## config.mk

```make
export PLATFORM = sky130hd
export DESIGN_NAME = uart_tx_fifo_flat
export DESIGN_NICKNAME = d
export VERILOG_FILES = /design/src/rtl/uart_tx_fifo_if.sv /design/src/rtl/uart_tx_fifo.sv /design/src/flat_wrapper.sv
export SDC_FILE = /design/constraint.sdc
export NUM_CORES = 1
export LEC_CHECK = 0
export ABC_AREA = 0
export BUFFER_PORTS_ARGS = -buffer_cell sky130_fd_sc_hd__buf_2
export CAP_MARGIN = 15
export CORE_MARGIN = 4
export CORE_UTILIZATION = 56
export CTS_BUF_LIST = sky130_fd_sc_hd__clkbuf_2
export DETAILED_ROUTE_END_ITERATION = 10
export PLACE_DENSITY = 0.75
export SETUP_SLACK_MARGIN = 0.5
export SYNTH_ARGS = -nofsm -noshare
export SYNTH_HDL_FRONTEND = slang
export SYNTH_SLANG_ARGS = --single-unit
```

## constraint.sdc

```tcl
create_clock -name CLK -period 3.7 [get_ports CLK]
set_input_delay 0.185 -clock CLK [delete_from_list [all_inputs] [get_ports CLK]]
set_output_delay 0.185 -clock CLK [all_outputs]
set_load 0.03 [all_outputs]
```

## src/rtl/uart_tx_fifo_if.sv

```systemverilog
// Byte-stream bundle between the user logic, the TX FIFO and UartTx.
// The master side drives bytes in and reports the transmitter's readiness.
interface uart_tx_fifo_if #(
    parameter int DEPTH_LOG = 4
);
    logic [7:0]         WDATA;
    logic               WE;
    logic               FULL;
    logic               EMPTY;
    logic [DEPTH_LOG:0] COUNT;
    logic               OVERFLOW;
    logic               OVF_CLR;
    logic [7:0]         TX_DATA;
    logic               TX_WE;
    logic               TX_READY;

    modport master (
        output WDATA, WE, OVF_CLR, TX_READY,
        input  FULL, EMPTY, COUNT, OVERFLOW, TX_DATA, TX_WE
    );

    modport slave (
        input  WDATA, WE, OVF_CLR, TX_READY,
        output FULL, EMPTY, COUNT, OVERFLOW, TX_DATA, TX_WE
    );
endinterface

```

## src/rtl/uart_tx_fifo.sv

```systemverilog
// Byte FIFO feeding UartTx: absorbs bursts and issues one-cycle TX_WE strobes,
// spaced by a hold window, whenever the transmitter reports ready.
module uart_tx_fifo #(
    parameter int DEPTH_LOG = 4,
    parameter int HOLD_CYC  = 2
) (
    input  logic            CLK,
    input  logic            RST,
    uart_tx_fifo_if.slave   bus
);
    localparam int DEPTH = 2 ** DEPTH_LOG;
    localparam int HW    = $clog2(HOLD_CYC + 1);

    typedef enum logic [1:0] {IDLE, HOLD, WAIT} state_t;

    state_t               state_q, state_d;
    logic [HW-1:0]        hold_q, hold_d;
    logic                 tx_we_q, tx_we_d;
    logic [7:0]           tx_data_q;
    logic [7:0]           mem [DEPTH];
    logic [DEPTH_LOG-1:0] wp_q, rp_q;
    logic [DEPTH_LOG:0]   count_q;
    logic                 ovf_q;
    logic                 full, empty, wr_ok, deq;

    // Flags come from the pre-edge count, so a dequeue never frees room for a same-edge write.
    assign full  = (count_q == (DEPTH_LOG + 1)'(DEPTH));
    assign empty = (count_q == '0);
    assign wr_ok = bus.WE && !full;

    // NOTE: every signal gets a default before the case so no path leaves it unassigned (no latches).
    always_comb begin
        state_d = state_q;
        hold_d  = hold_q;
        tx_we_d = 1'b0;
        deq     = 1'b0;
        unique case (state_q)
            IDLE: begin
                if (!empty && bus.TX_READY) begin
                    deq     = 1'b1;
                    tx_we_d = 1'b1;
                    hold_d  = HW'(HOLD_CYC);
                    state_d = HOLD;
                end
            end
            HOLD: begin
                hold_d = hold_q - 1'b1;
                if (hold_q == HW'(1)) state_d = WAIT;
            end
            WAIT: begin
                if (bus.TX_READY) state_d = IDLE;
            end
            default: state_d = IDLE;
        endcase
    end

    // NOTE: sequential state uses non-blocking assignments so all registers update together.
    always_ff @(posedge CLK or posedge RST) begin
        if (RST) begin
            state_q <= IDLE;
            hold_q  <= '0;
            tx_we_q <= 1'b0;
        end else begin
            state_q <= state_d;
            hold_q  <= hold_d;
            tx_we_q <= tx_we_d;
        end
    end

    always_ff @(posedge CLK or posedge RST) begin
        if (RST) begin
            wp_q      <= '0;
            rp_q      <= '0;
            count_q   <= '0;
            ovf_q     <= 1'b0;
            tx_data_q <= '0;
        end else begin
            if (wr_ok) wp_q <= wp_q + 1'b1;
            if (deq) begin
                rp_q      <= rp_q + 1'b1;
                tx_data_q <= mem[rp_q];
            end
            unique case ({wr_ok, deq})
                2'b10:   count_q <= count_q + 1'b1;
                2'b01:   count_q <= count_q - 1'b1;
                default: count_q <= count_q;
            endcase
            // A dropped write beats a simultaneous clear so an error is never lost.
            if (bus.WE && full)  ovf_q <= 1'b1;
            else if (bus.OVF_CLR) ovf_q <= 1'b0;
        end
    end

    // NOTE: the storage array is deliberately not reset; the pointers and count define validity.
    always_ff @(posedge CLK) begin
        if (wr_ok) mem[wp_q] <= bus.WDATA;
    end

    assign bus.FULL     = full;
    assign bus.EMPTY    = empty;
    assign bus.COUNT    = count_q;
    assign bus.OVERFLOW = ovf_q;
    assign bus.TX_DATA  = tx_data_q;
    assign bus.TX_WE    = tx_we_q;
endmodule

```

## src/flat_wrapper.sv

```systemverilog
// flat-port wrapper written by rule: the top's interface ports become plain ports
module uart_tx_fifo_flat 
#(
    parameter int DEPTH_LOG = 4,
    parameter int HOLD_CYC  = 2
)
  (CLK, RST, bus_WDATA, bus_WE, bus_OVF_CLR, bus_TX_READY, bus_FULL, bus_EMPTY, bus_COUNT, bus_OVERFLOW, bus_TX_DATA, bus_TX_WE);
  uart_tx_fifo_if #(.DEPTH_LOG(DEPTH_LOG)) bus_i ();
  input  logic CLK;
  input  logic RST;
  input wire logic [$bits(bus_i.WDATA)-1:0] bus_WDATA;
  input wire logic [$bits(bus_i.WE)-1:0] bus_WE;
  input wire logic [$bits(bus_i.OVF_CLR)-1:0] bus_OVF_CLR;
  input wire logic [$bits(bus_i.TX_READY)-1:0] bus_TX_READY;
  output wire logic [$bits(bus_i.FULL)-1:0] bus_FULL;
  output wire logic [$bits(bus_i.EMPTY)-1:0] bus_EMPTY;
  output wire logic [$bits(bus_i.COUNT)-1:0] bus_COUNT;
  output wire logic [$bits(bus_i.OVERFLOW)-1:0] bus_OVERFLOW;
  output wire logic [$bits(bus_i.TX_DATA)-1:0] bus_TX_DATA;
  output wire logic [$bits(bus_i.TX_WE)-1:0] bus_TX_WE;
  assign bus_i.WDATA = bus_WDATA;
  assign bus_i.WE = bus_WE;
  assign bus_i.OVF_CLR = bus_OVF_CLR;
  assign bus_i.TX_READY = bus_TX_READY;
  assign bus_FULL = bus_i.FULL;
  assign bus_EMPTY = bus_i.EMPTY;
  assign bus_COUNT = bus_i.COUNT;
  assign bus_OVERFLOW = bus_i.OVERFLOW;
  assign bus_TX_DATA = bus_i.TX_DATA;
  assign bus_TX_WE = bus_i.TX_WE;
  uart_tx_fifo #(.DEPTH_LOG(DEPTH_LOG), .HOLD_CYC(HOLD_CYC)) u_core (.CLK(CLK), .RST(RST), .bus(bus_i));
endmodule
```

* Yosys cells after proc, flatten, opt, wreduce, memory -nomap -nowiden
Memories as Yosys holds them, arrays and structs flattened. A register that Yosys moved wholly into a read port is not among the register bits.
Index checks and enable logic that the tools add are counted.
** Word-level totals
- Bits of input ports :: 13
- Register bits :: 19
- RAM bits :: 128
- Memories :: 1
- Output and inout bits :: 17
** Cells by class
- $add $sub $neg :: 5
- Reductions and logical operators :: 12
- Mux-type cells :: 13
- Eq/ne operators :: 9
** Memories
- u_core.mem :: depth 16, width 8, read ports 1, clocked after Yosys merged registers in 1, write ports 1, RTL line uart_tx_fifo.sv:20 : logic [7:0] mem [DEPTH];
** Operators by type and width (number)
- $pmux 5 s2 :: 1
- $add 4x1->4 const B :: 2
- $mux 2 :: 4
- $eq 2x1->1 const B :: 3
- $mux 1 :: 6
- $pmux 2 s3 :: 1
- $reduce_bool 2->1 :: 3
- $add 5x1->5 const B :: 1
- $eq 5x5->1 const B :: 1
- $logic_not 5->1 :: 1
- $sub 5x1->5 const B :: 1
- $eq 2x2->1 const B :: 2
- $ne 2x1->1 const B :: 2
- $pmux 2 s2 :: 1
- $logic_and 1x1->1 :: 3
- $reduce_and 3->1 :: 1
- $logic_not 1->1 :: 2
- $logic_not 2->1 :: 1
- $ne 2x2->1 const B :: 1
- $reduce_and 2->1 :: 1
- $sub 2x1->2 const B :: 1

* Logic depth before layout (Yosys ltp)
- Depth after elaboration :: 7
- Depth in mapped cells :: 12
- Gate-level depth less buffers :: 10

* Least setup slack after synthesis
Ideal clock, no wire load.
- Kind :: reg2reg
- From :: reg u_core.count_q[1], in the netlist u_core.bus.COUNT[1]
- To :: reg u_core.count_q[4], in the netlist u_core.bus.COUNT[4]
- Path buffers :: 2
- Cell stages (with the launch flop) :: 13
- Slack :: 696 ps
- Period minus slack after synthesis :: 3004 ps
- Data required time :: 3558 ps
- Arrival :: 2862 ps
- Cells stage by stage :: dfrtp_1 buf_6 or4_4 o211ai_4 inv_1 ha_1 clkbuf_1 xor2_1 ha_1 o211a_1 o31ai_1 a31oi_1 xor2_1
** On the way
- Word-level cells in the longest chain between the ends :: 7
- Elaborated cells between the ends (all ways) :: 14
** RTL lines
- start, declared :: RTL line uart_tx_fifo.sv:22 : logic [DEPTH_LOG:0] count_q;
- start signal, assigned :: RTL line uart_tx_fifo.sv:84 : 2'b10: count_q <= count_q + 1'b1;
- start signal, assigned :: RTL line uart_tx_fifo.sv:85 : 2'b01: count_q <= count_q - 1'b1;
- start signal, assigned :: RTL line uart_tx_fifo.sv:86 : default: count_q <= count_q;
- $logic_not 5->1 * :: RTL line uart_tx_fifo.sv:28 : assign empty = (count_q == '0);
- $logic_not 1->1 * :: RTL line uart_tx_fifo.sv:39 : if (!empty && bus.TX_READY) begin
- $logic_and 1x1->1 * :: RTL line uart_tx_fifo.sv:39
- $mux 1 * :: RTL line uart_tx_fifo.sv:39
- $mux 1 * :: RTL line uart_tx_fifo.sv:37 : unique case (state_q)
- net u_core.deq :: RTL line uart_tx_fifo.sv:24 : logic full, empty, wr_ok, deq;
- $eq 2x1->1 or $eq 2x2->1 (tied branches) :: RTL line uart_tx_fifo.sv:83 : unique case ({wr_ok, deq})
- $pmux 5 s2 or $reduce_bool 2->1 (tied branches)
Mark *: on every way through the listed nets, which the timed path passes. The rest lies on a longest branch.
A chain may end at the register's enable or synchronous reset.

* Final worst setup path
Same ends and word-level chain as after synthesis.

==> impl_metrics.json <==
{
  "io_buffer_count": 29,
  "status": "finished clean",
  "cts_tree": "done",
  "via_per_inst": 5.81,
  "power_switching_mw": 1.76,
  "post_synth_inst_count": 343,
  "layout.nets": 418,
  "dp_hpwl_um": 7590,
  "drive_gt1_frac": 0.275,
  "power.share.clock": 0.164,
  "setup_viol": 0,
  "dp_slack_ps": 827,
  "min_to": "u_core.bus.OVERFLOW",
  "cts_root_buf": "clkbuf_2",
  "final_cell_mix": "edfxtp_1 (128), mux4_2 (32), buf_2 (29)",
  "critical_path.max_fanout": 10,
  "hold_violations": 0,
  "rrSetupSlack_ps": 800,
  "core-area_mm2": 0.0109,
  "ctsLongestPathBuffers": 2,
  "cpPeakStageDelay_ps": 570,
  "drv_cap": 0,
  "timing.rr.end": "u_core.bus.COUNT[4]",
  "clkLatencyLatePin_ps": 710,
  "power_density_mw_per_mm2": 717,
  "intPower_mw": 3.22,
  "power_frac_seq": 0.499,
  "final_common_cell": "edfxtp_1",
  "wire_per_inst_um": 21.6,
  "relSlewSlack": 0.319,
  "grt-ovfl-total": 0,
  "vias": 3182,
  "gr-usage-met2": 0.324,
  "grt_setup_unrepaired": "no",
  "ioPinCount": 30,
  "ys_seq_area_frac": 0.715,
  "worstHoldStart": "bus_OVF_CLR",
  "ir_drop_mv": 0.481,
  "post-cts-setup-buffer-count": 0,
  "finalCoreUtilization": 0.635,
  "numCtsBuffers": 17,
  "nFillCells": 775,
  "p_comb_frac": 0.337,
  "cts_sinks": 155,
  "htreeDepth": 4,
  "skew_ps": 31.7,
  "maxSlewViolCount": 0,
  "cpMaxStageDelayCell": "or4_4",
  "cts_resized": 0,
  "globalRouteMet3Util": 0.0481,
  "setup_ws_ps": 804,
  "tns_ps": 0,
  "n_antenna_cell": 0,
  "period_share": 0.783,
  "die-area_mm2": 0.0130,
  "power.leakage_nw": 2.49,
  "multi_input_area_mm2": 0.00163,
  "antenna_found_initial": 0,
  "top_usage_layer": "met2",
  "grt_max_degree": 28,
  "syn2layout_area_growth_pct": 9.94,
  "fmax_ghz": 0.345,
  "period_minus_slack_ps": 2900,
  "totalWireLength_um": 11800,
  "die_h_um": 114,
  "grt.total_usage": 0.201,
  "routabilityCongestion": 0.845,
  "grt_pass1_wl_um": 18800,
  "worst_pin_slew_ps": 1020,
  "drc": 0,
  "clk_pin_slew_ps": 200,
  "rr_startpoint": "u_core.bus.COUNT[1]",
  "die_x_um": 114,
  "synth_warnings": 0,
  "antenna_left": 0,
  "first_global_vias": 3391,
  "start_util": 0.578,
  "crit_type": "flip-flop to flip-flop",
  "first_pass_iters": 4,
  "synth-seq-cells": 155,
  "worstHoldPathType": "primary input to flip-flop",
  "crit_required_ps": 4300,
  "cp.arrival_ps": 3490,
  "grt_util_met1": 0.263,
  "row_count": 38,
  "regArea_mm2": 0.00452,
  "min_path_cells": 4,
  "crit_chain": "or4_4 > o211ai_4 > inv_1 > ha_1 > xor2_1 > ha_1 > o211a_1 > o31ai_1 > a31oi_1 > xor2_1",
  "synth_area_mm2": 0.00632,
  "cp-end-kind": "flip-flop",
  "timing.reg2reg.worst_path_depth": 10,
  "sw_frac_of_total": 0.353,
  "avgSynthCellArea_um2": 18.4,
  "synth_cell_types": 37,
  "crit_path_start_kind": "flip-flop",
  "syn_nets": 366,
  "dr.first_iter.drc_count": 244
}
## layer usage
layer	wire length [µm]	vias to the layer above	part of all wire
met4	245	0	0.021
met5	0	-	0
li1	-	1439	-
met3	708	19	0.060
met1	4880	1628	0.41
met2	6000	96	0.51
## cell families after synthesis
group	after synthesis	synth area share
AOI/OAI and AO/OA	31	0.0337
xor gates and xnor gates	11	0.0152
adders and majority gates	10	0.0198
buffers and inverters	28	0.0267
DFF	155	0.715
muxes	53	0.149
and+or+nand+nor	55	0.0406
## registers in the layout, summed over array words and instances, names as in the netlist
name and cells:
u_core.mem 128, u_core.bus.TX_DATA 8, u_core.bus.COUNT 5, u_core.rp_q 4, u_core.wp_q 4, u_core.hold_q 2, u_core.state_q 2, u_core.bus.OVERFLOW 1
u_core.bus.TX_WE 1
## cell type report
type / instances / share of cell area
flip-flops and latches: 155 / 0.651
multi-input cells: 160 / 0.235
repair buffers: 52 / 0.0551
well taps: 140 / 0.0252
clock inverters: 12 / 0.0149
clock buffers: 20 / 0.0144
inverters: 9 / 0.00486
## synth_stat cells
master | n | area share
a211o_1 | 2 | 0.0028
a21boi_2 | 1 | 0.0018
a21o_1 | 1 | 0.0012
a21oi_1 | 5 | 0.0040
a22o_1 | 3 | 0.0042
a311oi_1 | 1 | 0.0014
a31oi_1 | 2 | 0.0020
and2_1 | 1 | 0.00099
and3b_1 | 1 | 0.0014
buf_1 | 2 | 0.0012
buf_2 | 6 | 0.0048
buf_4 | 3 | 0.0036
buf_6 | 6 | 0.011
clkbuf_1 | 2 | 0.0012
dfrtp_1 | 27 | 0.11
edfxtp_1 | 128 | 0.61
ha_1 | 10 | 0.020
inv_1 | 9 | 0.0053
mux2_2 | 7 | 0.012
mux2i_1 | 14 | 0.022
mux4_2 | 32 | 0.11
nand2_1 | 18 | 0.011
nand2b_1 | 4 | 0.0040
nand3_1 | 1 | 0.00079
nand4_1 | 2 | 0.0020
nor2_1 | 18 | 0.011
nor2b_1 | 3 | 0.0030
nor3_1 | 4 | 0.0032
nor3b_1 | 1 | 0.0012
nor4_1 | 1 | 0.00099
o211a_1 | 1 | 0.0016
o211ai_4 | 1 | 0.0034
o21ai_0 | 13 | 0.010
o31ai_1 | 1 | 0.0012
or4_4 | 1 | 0.0018
xnor2_1 | 7 | 0.0097
xor2_1 | 4 | 0.0055
## through the flow
step	area [µm²]	std cells	total power [mW]	hold slack [ps]
finish	6950	548	4.98	306
global route	6950	548	5.29	275
CTS	6910	546	5.03	231
detailed placement	6590	502	4.21	436
global placement	6590	502	4.14	428
floorplan	6320	343	3.77	238
## what timing repair did
| item | 4_1_cts | 5_1_grt |
|---|---|---|
| setup endpoints to repair | 0 | 0 |
| hold endpoints to repair | 166 | 5 |
| hold buffers | 12 | 1 |
## critical path: cells and delay by family, from the launching register on
kind / cells / cell delay, ps
compound gates: 4 / 680
buf+inv: 1 / 130
xor+xnor: 2 / 340
fa+ha+maj: 2 / 560
flops: 1 / 520
simple gates: 1 / 570
## power by group through the flow
stage	clock (mW)	combinational, mW	sequential (mW)
after CTS	0.840	1.70	2.49
after detailed placement	0	1.68	2.53
after floorplan	0	1.31	2.46
final	0.817	1.68	2.48
after global routing	0.924	1.83	2.53
after global placement	0	1.63	2.51
## how the worst max path moves through the flow
stage                        start                   to  cells past startpoint
6_report       u_core.bus.COUNT[1]  u_core.bus.COUNT[4]                     10
5_1_grt        u_core.bus.COUNT[1]  u_core.bus.COUNT[4]                     10
4_1_cts        u_core.bus.COUNT[1]  u_core.bus.COUNT[4]                     10
3_5_place_dp   u_core.bus.COUNT[1]  u_core.bus.COUNT[4]                     10
3_3_place_gp   u_core.bus.COUNT[1]  u_core.bus.COUNT[4]                     10
2_1_floorplan  u_core.bus.COUNT[1]  u_core.bus.COUNT[4]                     12
No activity file was read; power rests on OpenSTA's default activity.
